[config.mk]
export PLATFORM = sky130hd
export DESIGN_NAME = range_frame_tx_flat
export DESIGN_NICKNAME = d
export VERILOG_FILES = /design/src/rtl/range_pkg.sv /design/src/rtl/range_frame_tx_if.sv /design/src/rtl/range_sample_buf.sv /design/src/rtl/range_frame_tx.sv /design/src/flat_wrapper.sv
export SDC_FILE = /design/constraint.sdc
export NUM_CORES = 1
export LEC_CHECK = 0
export CAP_MARGIN = 25
export CORE_ASPECT_RATIO = 1.2
export CORE_UTILIZATION = 55
export DETAILED_ROUTE_END_ITERATION = 10
export PLACE_DENSITY = 0.78
export SLEW_MARGIN = 25
export SYNTH_ARGS = -nofsm -noshare
export SYNTH_HDL_FRONTEND = slang
export SYNTH_SLANG_ARGS = --single-unit
[constraint.sdc]
create_clock -name clock -period 4.1 [get_ports clock]
set_input_delay 0.615 -clock clock [delete_from_list [all_inputs] [get_ports clock]]
set_output_delay 0.615 -clock clock [all_outputs]
set_load 0.02 [all_outputs]
[src/rtl/range_pkg.sv]
// Shared types and defaults for the range-finder framed sample protocol.
package range_pkg;

    // Sample width shared by the transmitter and the range-finder receiver.
    localparam int unsigned RANGE_DATA_W = 12;

    // Default transmit buffer capacity in samples.
    localparam int unsigned RANGE_DEPTH = 8;

    // Transmit frame sequencer states.
    typedef enum logic [1:0] {
        IDLE,
        GO,
        STREAM,
        GUARD
    } range_tx_state_t;

endpackage

[src/rtl/range_frame_tx_if.sv]
// Host load port and frame output bundle of the range frame transmitter.
interface range_frame_tx_if import range_pkg::*; #(
    parameter int unsigned DATA_W = RANGE_DATA_W
);
    logic              wr_valid;
    logic [DATA_W-1:0] wr_data;
    logic              wr_ready;
    logic              send;
    logic              busy;
    logic [DATA_W-1:0] data_out;
    logic              go;
    logic              finish;
    logic              done;
    logic              send_err;
    logic [DATA_W-1:0] exp_range;

    // Host / bench side: loads samples, requests frames, observes the stream.
    modport master (
        output wr_valid, wr_data, send,
        input  wr_ready, busy, data_out, go, finish, done, send_err, exp_range
    );

    // Transmitter side.
    modport slave (
        input  wr_valid, wr_data, send,
        output wr_ready, busy, data_out, go, finish, done, send_err, exp_range
    );
endinterface

[src/rtl/range_sample_buf.sv]
// Sample storage for one frame plus fill count and running max/min.
module range_sample_buf import range_pkg::*; #(
    parameter  int unsigned DATA_W = RANGE_DATA_W,
    parameter  int unsigned DEPTH  = RANGE_DEPTH,
    localparam int unsigned IDX_W  = $clog2(DEPTH),
    localparam int unsigned CNT_W  = IDX_W + 1
) (
    input  logic              clock,
    input  logic              reset,
    input  logic              wr_en,
    input  logic [DATA_W-1:0] wr_data,
    input  logic              clear,
    input  logic [IDX_W-1:0]  rd_idx,
    output logic [DATA_W-1:0] rd_data,
    output logic [CNT_W-1:0]  count,
    output logic              full,
    output logic [DATA_W-1:0] max,
    output logic [DATA_W-1:0] min
);
    logic [DATA_W-1:0] r_mem [DEPTH];
    logic [CNT_W-1:0]  r_count;
    logic [DATA_W-1:0] r_max;
    logic [DATA_W-1:0] r_min;
    logic              w_wr;

    assign full    = (r_count == CNT_W'(DEPTH));
    assign w_wr    = wr_en && !full;
    assign count   = r_count;
    assign max     = r_max;
    assign min     = r_min;
    assign rd_data = r_mem[rd_idx];

    // Sample array; contents are meaningless beyond count, so no reset.
    always_ff @(posedge clock) begin
        if (w_wr) begin
            r_mem[r_count[IDX_W-1:0]] <= wr_data;
        end
    end

    // Fill count and running extremes; clear empties the buffer for the next frame.
    always_ff @(posedge clock or posedge reset) begin
        if (reset) begin
            r_count <= '0;
            r_max   <= '0;
            r_min   <= '1;
        end else if (clear) begin
            r_count <= '0;
            r_max   <= '0;
            r_min   <= '1;
        end else if (w_wr) begin
            r_count <= r_count + CNT_W'(1);
            if (wr_data > r_max) begin
                r_max <= wr_data;
            end
            if (wr_data < r_min) begin
                r_min <= wr_data;
            end
        end
    end
endmodule

[src/rtl/range_frame_tx.sv]
// Replays the loaded samples as one go/stream/finish/guard frame and
// reports the expected range (max - min) of that frame.
module range_frame_tx import range_pkg::*; #(
    parameter  int unsigned DATA_W = RANGE_DATA_W,
    parameter  int unsigned DEPTH  = RANGE_DEPTH,
    localparam int unsigned IDX_W  = $clog2(DEPTH),
    localparam int unsigned CNT_W  = IDX_W + 1
) (
    input  logic            clock,
    input  logic            reset,
    range_frame_tx_if.slave bus
);
    range_tx_state_t   r_state;
    logic [IDX_W-1:0]  r_idx;
    logic              r_wr_ready;
    logic              r_busy;
    logic [DATA_W-1:0] r_data_out;
    logic              r_go;
    logic              r_finish;
    logic              r_done;
    logic              r_send_err;
    logic [DATA_W-1:0] r_exp_range;

    logic              w_wr_en;
    logic              w_clear;
    logic [IDX_W-1:0]  w_rd_idx;
    logic [DATA_W-1:0] w_rd_data;
    logic [CNT_W-1:0]  w_count;
    logic [CNT_W-1:0]  w_last;
    logic              w_full;
    logic [DATA_W-1:0] w_max;
    logic [DATA_W-1:0] w_min;
    logic [DATA_W-1:0] w_range;
    logic              w_has_data;
    logic              w_idx_is_last;
    logic              w_next_is_last;
    logic              w_fill_to_full;

    // r_wr_ready is only ever high in IDLE, so it alone qualifies a write.
    assign w_wr_en        = bus.wr_valid && r_wr_ready;
    assign w_clear        = (r_state == GUARD);
    assign w_last         = w_count - CNT_W'(1);
    assign w_range        = w_max - w_min;
    assign w_has_data     = (w_count != '0) || w_wr_en;
    // r_idx is the index of the sample currently on data_out; the buffer
    // is read one ahead so the next sample can be registered.
    assign w_rd_idx       = (r_state == STREAM) ? r_idx + IDX_W'(1) : '0;
    assign w_idx_is_last  = ({1'b0, r_idx} == w_last);
    assign w_next_is_last = ({1'b0, w_rd_idx} == w_last);
    assign w_fill_to_full = w_wr_en && (w_count == CNT_W'(DEPTH - 1));

    range_sample_buf #(
        .DATA_W (DATA_W),
        .DEPTH  (DEPTH)
    ) u_buf (
        .clock   (clock),
        .reset   (reset),
        .wr_en   (w_wr_en),
        .wr_data (bus.wr_data),
        .clear   (w_clear),
        .rd_idx  (w_rd_idx),
        .rd_data (w_rd_data),
        .count   (w_count),
        .full    (w_full),
        .max     (w_max),
        .min     (w_min)
    );

    // Frame sequencer; every output is registered from the state it leads into.
    always_ff @(posedge clock or posedge reset) begin
        if (reset) begin
            r_state     <= IDLE;
            r_idx       <= '0;
            r_wr_ready  <= 1'b1;
            r_busy      <= 1'b0;
            r_data_out  <= '0;
            r_go        <= 1'b0;
            r_finish    <= 1'b0;
            r_done      <= 1'b0;
            r_send_err  <= 1'b0;
            r_exp_range <= '0;
        end else begin
            r_go       <= 1'b0;
            r_finish   <= 1'b0;
            r_done     <= 1'b0;
            r_send_err <= 1'b0;
            case (r_state)
                IDLE: begin
                    if (bus.send && w_has_data) begin
                        r_state    <= GO;
                        r_busy     <= 1'b1;
                        r_go       <= 1'b1;
                        r_data_out <= '0;
                        r_wr_ready <= 1'b0;
                    end else begin
                        r_send_err <= bus.send;
                        r_wr_ready <= !w_full && !w_fill_to_full;
                    end
                end
                GO: begin
                    r_state    <= STREAM;
                    r_idx      <= '0;
                    r_data_out <= w_rd_data;
                    r_finish   <= w_next_is_last;
                    if (w_next_is_last) begin
                        r_exp_range <= w_range;
                    end
                end
                STREAM: begin
                    if (w_idx_is_last) begin
                        r_state    <= GUARD;
                        r_data_out <= '0;
                        r_done     <= 1'b1;
                    end else begin
                        r_idx      <= w_rd_idx;
                        r_data_out <= w_rd_data;
                        r_finish   <= w_next_is_last;
                        if (w_next_is_last) begin
                            r_exp_range <= w_range;
                        end
                    end
                end
                GUARD: begin
                    r_state    <= IDLE;
                    r_busy     <= 1'b0;
                    r_wr_ready <= 1'b1;
                end
                default: begin
                    r_state <= IDLE;
                end
            endcase
        end
    end

    assign bus.wr_ready  = r_wr_ready;
    assign bus.busy      = r_busy;
    assign bus.data_out  = r_data_out;
    assign bus.go        = r_go;
    assign bus.finish    = r_finish;
    assign bus.done      = r_done;
    assign bus.send_err  = r_send_err;
    assign bus.exp_range = r_exp_range;
endmodule
[src/flat_wrapper.sv]
// flat-port wrapper written by rule: the top's interface ports become plain ports
module range_frame_tx_flat import range_pkg::*;
#(
    parameter  int unsigned DATA_W = RANGE_DATA_W,
    parameter  int unsigned DEPTH  = RANGE_DEPTH,
    localparam int unsigned IDX_W  = $clog2(DEPTH),
    localparam int unsigned CNT_W  = IDX_W + 1
)
  (clock, reset, bus_wr_valid, bus_wr_data, bus_send, bus_wr_ready, bus_busy, bus_data_out, bus_go, bus_finish, bus_done, bus_send_err, bus_exp_range);
  range_frame_tx_if #(.DATA_W(DATA_W)) bus_i ();
  input  logic clock;
  input  logic reset;
  input wire logic [$bits(bus_i.wr_valid)-1:0] bus_wr_valid;
  input wire logic [$bits(bus_i.wr_data)-1:0] bus_wr_data;
  input wire logic [$bits(bus_i.send)-1:0] bus_send;
  output wire logic [$bits(bus_i.wr_ready)-1:0] bus_wr_ready;
  output wire logic [$bits(bus_i.busy)-1:0] bus_busy;
  output wire logic [$bits(bus_i.data_out)-1:0] bus_data_out;
  output wire logic [$bits(bus_i.go)-1:0] bus_go;
  output wire logic [$bits(bus_i.finish)-1:0] bus_finish;
  output wire logic [$bits(bus_i.done)-1:0] bus_done;
  output wire logic [$bits(bus_i.send_err)-1:0] bus_send_err;
  output wire logic [$bits(bus_i.exp_range)-1:0] bus_exp_range;
  assign bus_i.wr_valid = bus_wr_valid;
  assign bus_i.wr_data = bus_wr_data;
  assign bus_i.send = bus_send;
  assign bus_wr_ready = bus_i.wr_ready;
  assign bus_busy = bus_i.busy;
  assign bus_data_out = bus_i.data_out;
  assign bus_go = bus_i.go;
  assign bus_finish = bus_i.finish;
  assign bus_done = bus_i.done;
  assign bus_send_err = bus_i.send_err;
  assign bus_exp_range = bus_i.exp_range;
  range_frame_tx #(.DATA_W(DATA_W), .DEPTH(DEPTH)) u_core (.clock(clock), .reset(reset), .bus(bus_i));
endmodule
## Word level (Yosys, flattened, before mapping)

Memory sizes are Yosys's and may differ from the RTL's.
Index checks and enable logic that the tools add are counted.

- Reduce and logical (&&, ||, !) cells: 22
- Equal/unequal tests: 10
- $add $sub $neg: 4
- Magnitude comparators: 2
- Mux-type cells: 34

Operator list:

| operator | count |
|---|---|
| 2-to-1 mux 12 bit | 10 |
| one-hot mux 12 bit (3 select lines) | 1 |
| one-hot mux 12 bit (2 select lines) | 1 |
| greater-than comparator 12 bit | 1 |
| < comparator 12 bit | 1 |
| AND reduction 2 bit | 6 |
| subtractor 12 bit | 1 |
| 2-to-1 mux 1 bit | 11 |
| nonzero test 2 bit | 5 |
| equality test 3 x 4 -> 1 bit | 2 |
| 2-to-1 mux 4 bit | 2 |
| one-hot mux 2 bit (4 select lines) | 1 |
| 2-to-1 mux 3 bit | 2 |
| one-hot mux 1 bit (2 select lines) | 3 |
| one-hot mux 3 bit (2 select lines) | 1 |
| logical AND 1 bit | 5 |
| adder 4 x 1 -> 4 bit, second input constant | 1 |
| equality test 2 bit, second input constant | 2 |
| equality test 4 x 3 -> 1 bit, second input constant | 1 |
| equality test 4 bit, second input constant | 1 |
| 2-to-1 mux 2 bit | 2 |
| inequality test 2 x 1 -> 1 bit, second input constant | 2 |
| nonzero test 4 bit | 1 |
| subtractor 4 x 1 -> 4 bit, second input constant | 1 |
| other kinds (7) | 8 |

- Output and inout bits: 30
- Logic and storage cells: 86
- Input bits: 16
- Bits in writable memories: 96
- Memories: 1
- Register bits after elaboration: 63

Memory list:

| name | words | bits a word | read ports | clocked after Yosys merged registers in | write ports | line | source |
|---|---|---|---|---|---|---|---|
| u_core.u_buf.r_mem | 8 | 12 | 1 | 0 | 1 | range_sample_buf.sv:20 | `logic [DATA_W-1:0] r_mem [DEPTH];` |

## Logic depth before layout (Yosys ltp)

- Depth after elaboration: 6
- Mapped depth: 9
- Depth with buffers taken out: 9

## Hierarchy

A second synthesis with hierarchy kept.

- Cell total of the unflattened synthesis: 568
- Area total of the unflattened synthesis: 7796.2 µm²

Modules (own cells, without submodules):

| module | times used | cells an instance | area an instance (µm²) | seq. area each (µm²) |
|---|---|---|---|---|
| range_sample_buf | 1 | 349 | 5547.8 | 3598.5 |
| range_frame_tx | 1 | 219 | 2248.4 | 877.1 |

## Worst setup path after synthesis

No wires, ideal clock.

- Path type: reg2reg
- Start: reg u_core.u_buf.r_count[0] (netlist: u_core.u_buf.count[0])
- End: mem u_core.u_buf.r_mem[0][0] (netlist bit), enable pin
- Period minus slack after synthesis: 2.456 ns
- Arrival: 2.060 ns
- Buffers on the path: 1
- Path slack: 1.644 ns
- Setup time: 0.396 ns
- Stages on the path, launching flop included: 7
- Required time: 3.704 ns
- Path through: dfrtp_1 -> buf_2 -> inv_1 -> ha_1 -> nand2b_1 -> o21ai_1 -> nor3_1

- Word-level cells in the longest chain between the ends: 5

RTL lines:

| element | line | source |
|---|---|---|
| from (decl) | range_sample_buf.sv:21 | `logic [CNT_W-1:0] r_count;` |
| from (signal assigned) | range_sample_buf.sv:51 | `r_count <= r_count + CNT_W'(1);` |
| equality test 4 bit | range_sample_buf.sv:26 | `assign full = (r_count == CNT_W'(DEPTH));` |
| logical NOT 1 bit | range_sample_buf.sv:27 | `assign w_wr = wr_en && !full;` |
| logical AND 1 bit | range_sample_buf.sv:27 |  |
| 2-to-1 mux 1 bit | range_sample_buf.sv:35 | `if (w_wr) begin` |
| 2-to-1 mux 1 bit (not written as such) | range_sample_buf.sv:36 | `r_mem[r_count[IDX_W-1:0]] <= wr_data;` |
| to (decl) | range_sample_buf.sv:20 |  |

Parallel ways exist; a longest one is shown, timed or not.

## Worst setup path after layout

- Start: reg u_core.r_idx[0]
- End: reg u_core.r_exp_range[3] (netlist: u_core.bus.exp_range[3])

- Word-level cells in the longest chain between the ends: 6
- Elaborated cells on any way between the ends: 9
- Classes of those cells: 1 x add/sub; 3 x eq/ne; 4 x mux; 1 x reduce/logical

RTL lines:

| element | line | source |
|---|---|---|
| from (decl) | range_frame_tx.sv:14 | `logic [IDX_W-1:0] r_idx;` |
| from (signal assigned) | range_frame_tx.sv:115 | `r_idx <= w_rd_idx;` |
| adder 3 x 1 -> 3 bit | range_frame_tx.sv:47 | `assign w_rd_idx = (r_state == STREAM) ? r_idx + IDX_W'(1) : '0;` |
| 2-to-1 mux 3 bit | range_frame_tx.sv:47 |  |
| equality test 3 x 4 -> 1 bit | range_frame_tx.sv:49 | `assign w_next_is_last = ({1'b0, w_rd_idx} == w_last);` |
| 2-to-1 mux 12 bit (2 in series) | -- |  |
| one-hot mux 12 bit (2 select lines) | -- |  |
| to (signal assigned) | range_frame_tx.sv:106 | `r_exp_range <= w_range;` |
| to (signal assigned) | range_frame_tx.sv:119 | `r_exp_range <= w_range;` |
| to (decl) | range_frame_tx.sv:22 | `logic [DATA_W-1:0] r_exp_range;` |

Parallel ways exist; a longest one is shown, timed or not. The select of a mux whose other input is x is not followed.
A chain may end at the register's enable or synchronous reset.

==> impl_metrics.json <==
{
  "r2r-end": "u_core.bus.exp_range[3]$_DFFE_PP0P_",
  "rsz0062_at_grt": "false",
  "hold_buffers": 0,
  "ir_drop_uv": 498,
  "worst_setup_path_start_kind": "flip-flop",
  "cts_sinks": 159,
  "layout-drive-gt1-share": 0.121,
  "crit_path_end": "u_core.bus.exp_range[3]$_DFFE_PP0P_",
  "antenna_left": 0,
  "regArea_um2": 4480,
  "synthDistinctLibCells": 66,
  "tritoncts": "yes",
  "top_level_ports": 46,
  "avgSynthCellArea_um2": 11.0,
  "grt_pass1_vias": 6871,
  "p_per_area_nw_per_um2": 821,
  "first_iter_violations": 612,
  "clk_pin_slew_worst_paths_ns": 0.06,
  "worstPathRequired_ns": 4.41,
  "placed_area_um2": 9310,
  "drc": 0,
  "clk_path_buf_depth": 2,
  "crit_fanout": 17,
  "finalClockSkew_ns": 0.00907,
  "clkLatencyLatePin_ns": 0.43,
  "post-place-cells": 1006,
  "fin_nets": 880,
  "numCtsBuffers": 17,
  "wire_per_inst_um": 21.4,
  "layout_setup_ws_ns": 1.07,
  "dp_slack_ns": 0.795,
  "die-area_um2": 16100,
  "dieWidth_um": 116,
  "tns_ns": 0,
  "ys_warn_count": 0,
  "cellLeakagePower_nw": 3.95,
  "core_um2": 15100,
  "synth_common_cells": "edfxtp_1 (96), nand2_1 (53), dfrtp_1 (50)",
  "relSlewSlack": 0.371,
  "r2r.worst_path.cells": 8,
  "cap_violations": 0,
  "die_y_um": 139,
  "portBuffers": 45,
  "final_max_slew_viol_count": 0,
  "cp.arrival_ns": 3.34,
  "synth_top_area_share": 0.335,
  "grt_overflow": 0,
  "synthFlopType": "edfxtp_1",
  "grt_pass1_wl_um": 35900,
  "hpwl_um": 15000,
  "antenna_cells": 0,
  "antenna_found_initial": 0,
  "first_pass_iters": 6,
  "multiInputGateArea_um2": 3730,
  "crit_start": "u_core.r_idx[0]$_DFFE_PP0P_",
  "ctsResizeCount": 0,
  "gp_congestion": 0.919,
  "track_usage": 0.295,
  "syn-instance-count": 784,
  "grt_max_degree": 48,
  "fin_crit_sh": 0.740,
  "ys_ff_latch": 159,
  "fin_cells": 1038,
  "netlist_top_cells_area": "edfxtp_1 (34%), dfrtp_1 (15%), ha_1 (6.1%)",
  "path_class": "flip-flop to flip-flop",
  "num-fill-cells": 1130,
  "reg2reg_setup_slack_ns": 1.07,
  "async_flop_share": 0.396,
  "root_buffer": "clkbuf_16",
  "timing.rr.start": "u_core.r_idx[0]$_DFFE_PP0P_",
  "synth_fp_nets": 843,
  "synth_top_area_cell": "edfxtp_1",
  "stdcell_area_um2": 9960,
  "vias": 6689,
  "num_rows": 49,
  "areaGrowthSynthToFinish_pct": 15.9,
  "post_cts_buffers": 0,
  "syn_area_um2": 8590,
  "yosysMostFrequentCell": "edfxtp_1",
  "routed_wl_um": 22200,
  "h-tree-depth": 4,
  "finalHoldViolCount": 0,
  "setup_viol": 0,
  "synth-edff-count": 96,
  "via_per_inst": 6.44,
  "worst_pin_slew_ns": 0.943,
  "layout_min_cycle_time_ns": 3.03,
  "hold_class": "flip-flop to flip-flop",
  "outcome": "finished, final reports clean",
  "fmax_mhz": 330,
  "start_util": 0.568,
  "end_kind": "flip-flop",
  "ys_seq_area_frac": 0.521
}
## report_power, final
group | switching, mW | internal (mW)
logic | 2.47 | 1.59
registers | 0.258 | 2.11
clock network | 0.644 | 1.09
## routing by layer
metal | wire (um) | track usage | vias up | part of all wire
li1 | - | - | 3042 | -
met1 | 8390 | 0.354 | 3233 | 0.38
met2 | 11100 | 0.491 | 340 | 0.50
met3 | 1690 | 0.0612 | 74 | 0.076
met4 | 965 | 0.163 | 0 | 0.044
met5 | 0 | 0 | - | 0
## final cells by class
| class | instances | share of cell area |
|---|---|---|
| tap | 204 | 0.0256 |
| sequential | 159 | 0.449 |
| timing repair buffer | 74 | 0.0671 |
| clock inverter | 14 | 0.0215 |
| inverter | 47 | 0.0178 |
| clock buffer | 18 | 0.0441 |
| multi-input combinational | 522 | 0.375 |
## flip-flops by register name (all words and copies together), names as in the netlist
signal and flops:
u_core.u_buf.max 12, u_core.bus.send_err 1, u_core.u_buf.count 4, u_core.bus.data_out 12, u_core.r_state 2, u_core.bus.done 1
u_core.bus.exp_range 12, u_core.bus.finish 1, u_core.u_buf.r_mem 96, u_core.bus.busy 1, u_core.u_buf.min 12, u_core.r_idx 3
u_core.bus.wr_ready 1, u_core.bus.go 1
## critical path, stage by stage (launching register included)
cell,delay [ns]
dfrtp_1,0.32
buf_4,0.29
ha_1,0.35
xor2_2,0.15
buf_4,0.24
a21boi_1,0.13
or4_4,0.54
a21oi_4,0.49
mux2_1,0.39
## stage by stage
stage / hold slack [ns] / power, mW / util
2_1_floorplan: 0.495 / 5.22 / -
3_3_place_gp: 0.461 / 6.23 / 0.614
3_5_place_dp: 0.467 / 6.37 / 0.614
4_1_cts: 0.481 / 8.13 / 0.658
5_1_grt: 0.505 / 8.67 / 0.658
6_report: 0.477 / 8.18 / 0.658
## layout by cell type (no fill, tap or decap), types with 17 or more instances in the layout
cell	Yosys	layout
clkdlybuf4s50_1	0	45
nand2_1	53	53
edfxtp_1	96	96
nand3_1	41	41
a21oi_1	41	41
dfrtp_1	50	50
nand4_1	17	17
inv_1	47	46
o211ai_1	34	34
nor2_1	32	28
ha_1	42	42
buf_4	1	29
clkbuf_16	0	17
## logic make-up (layout without fill, tap and decap cells)
| logic type | Yosys count | after routing | synth area share |
|---|---|---|---|
| adders and majority gates | 43 | 43 | 0.0635 |
| AOI/OAI and AO/OA | 212 | 212 | 0.185 |
| and+or+nand+nor | 223 | 223 | 0.132 |
| DFF | 159 | 159 | 0.521 |
| buffers and inverters | 103 | 153 | 0.0470 |
| xor gates and xnor gates | 17 | 17 | 0.0182 |
| muxes | 27 | 27 | 0.0330 |
## worst min path at each step
stage / startpoint / endpoint / slack (ns) / cells after the start
global route: u_core.bus.exp_range[7]$_DFFE_PP0P_ / u_core.bus.exp_range[7]$_DFFE_PP0P_ / 0.50 / 1
detailed placement: u_core.bus.data_out[10]$_DFFE_PP0P_ / u_core.bus.data_out[10]$_DFFE_PP0P_ / 0.47 / 2
CTS: u_core.bus.data_out[10]$_DFFE_PP0P_ / u_core.bus.data_out[10]$_DFFE_PP0P_ / 0.48 / 2
finish: u_core.bus.data_out[10]$_DFFE_PP0P_ / u_core.bus.data_out[10]$_DFFE_PP0P_ / 0.48 / 2
floorplan: u_core.u_buf.min[9]$_DFFE_PP1P_ / u_core.u_buf.min[9]$_DFFE_PP1P_ / 0.50 / 2
global placement: u_core.bus.data_out[11]$_DFFE_PP0P_ / u_core.bus.data_out[11]$_DFFE_PP0P_ / 0.46 / 2
Power figures use the tool's default switching activity.
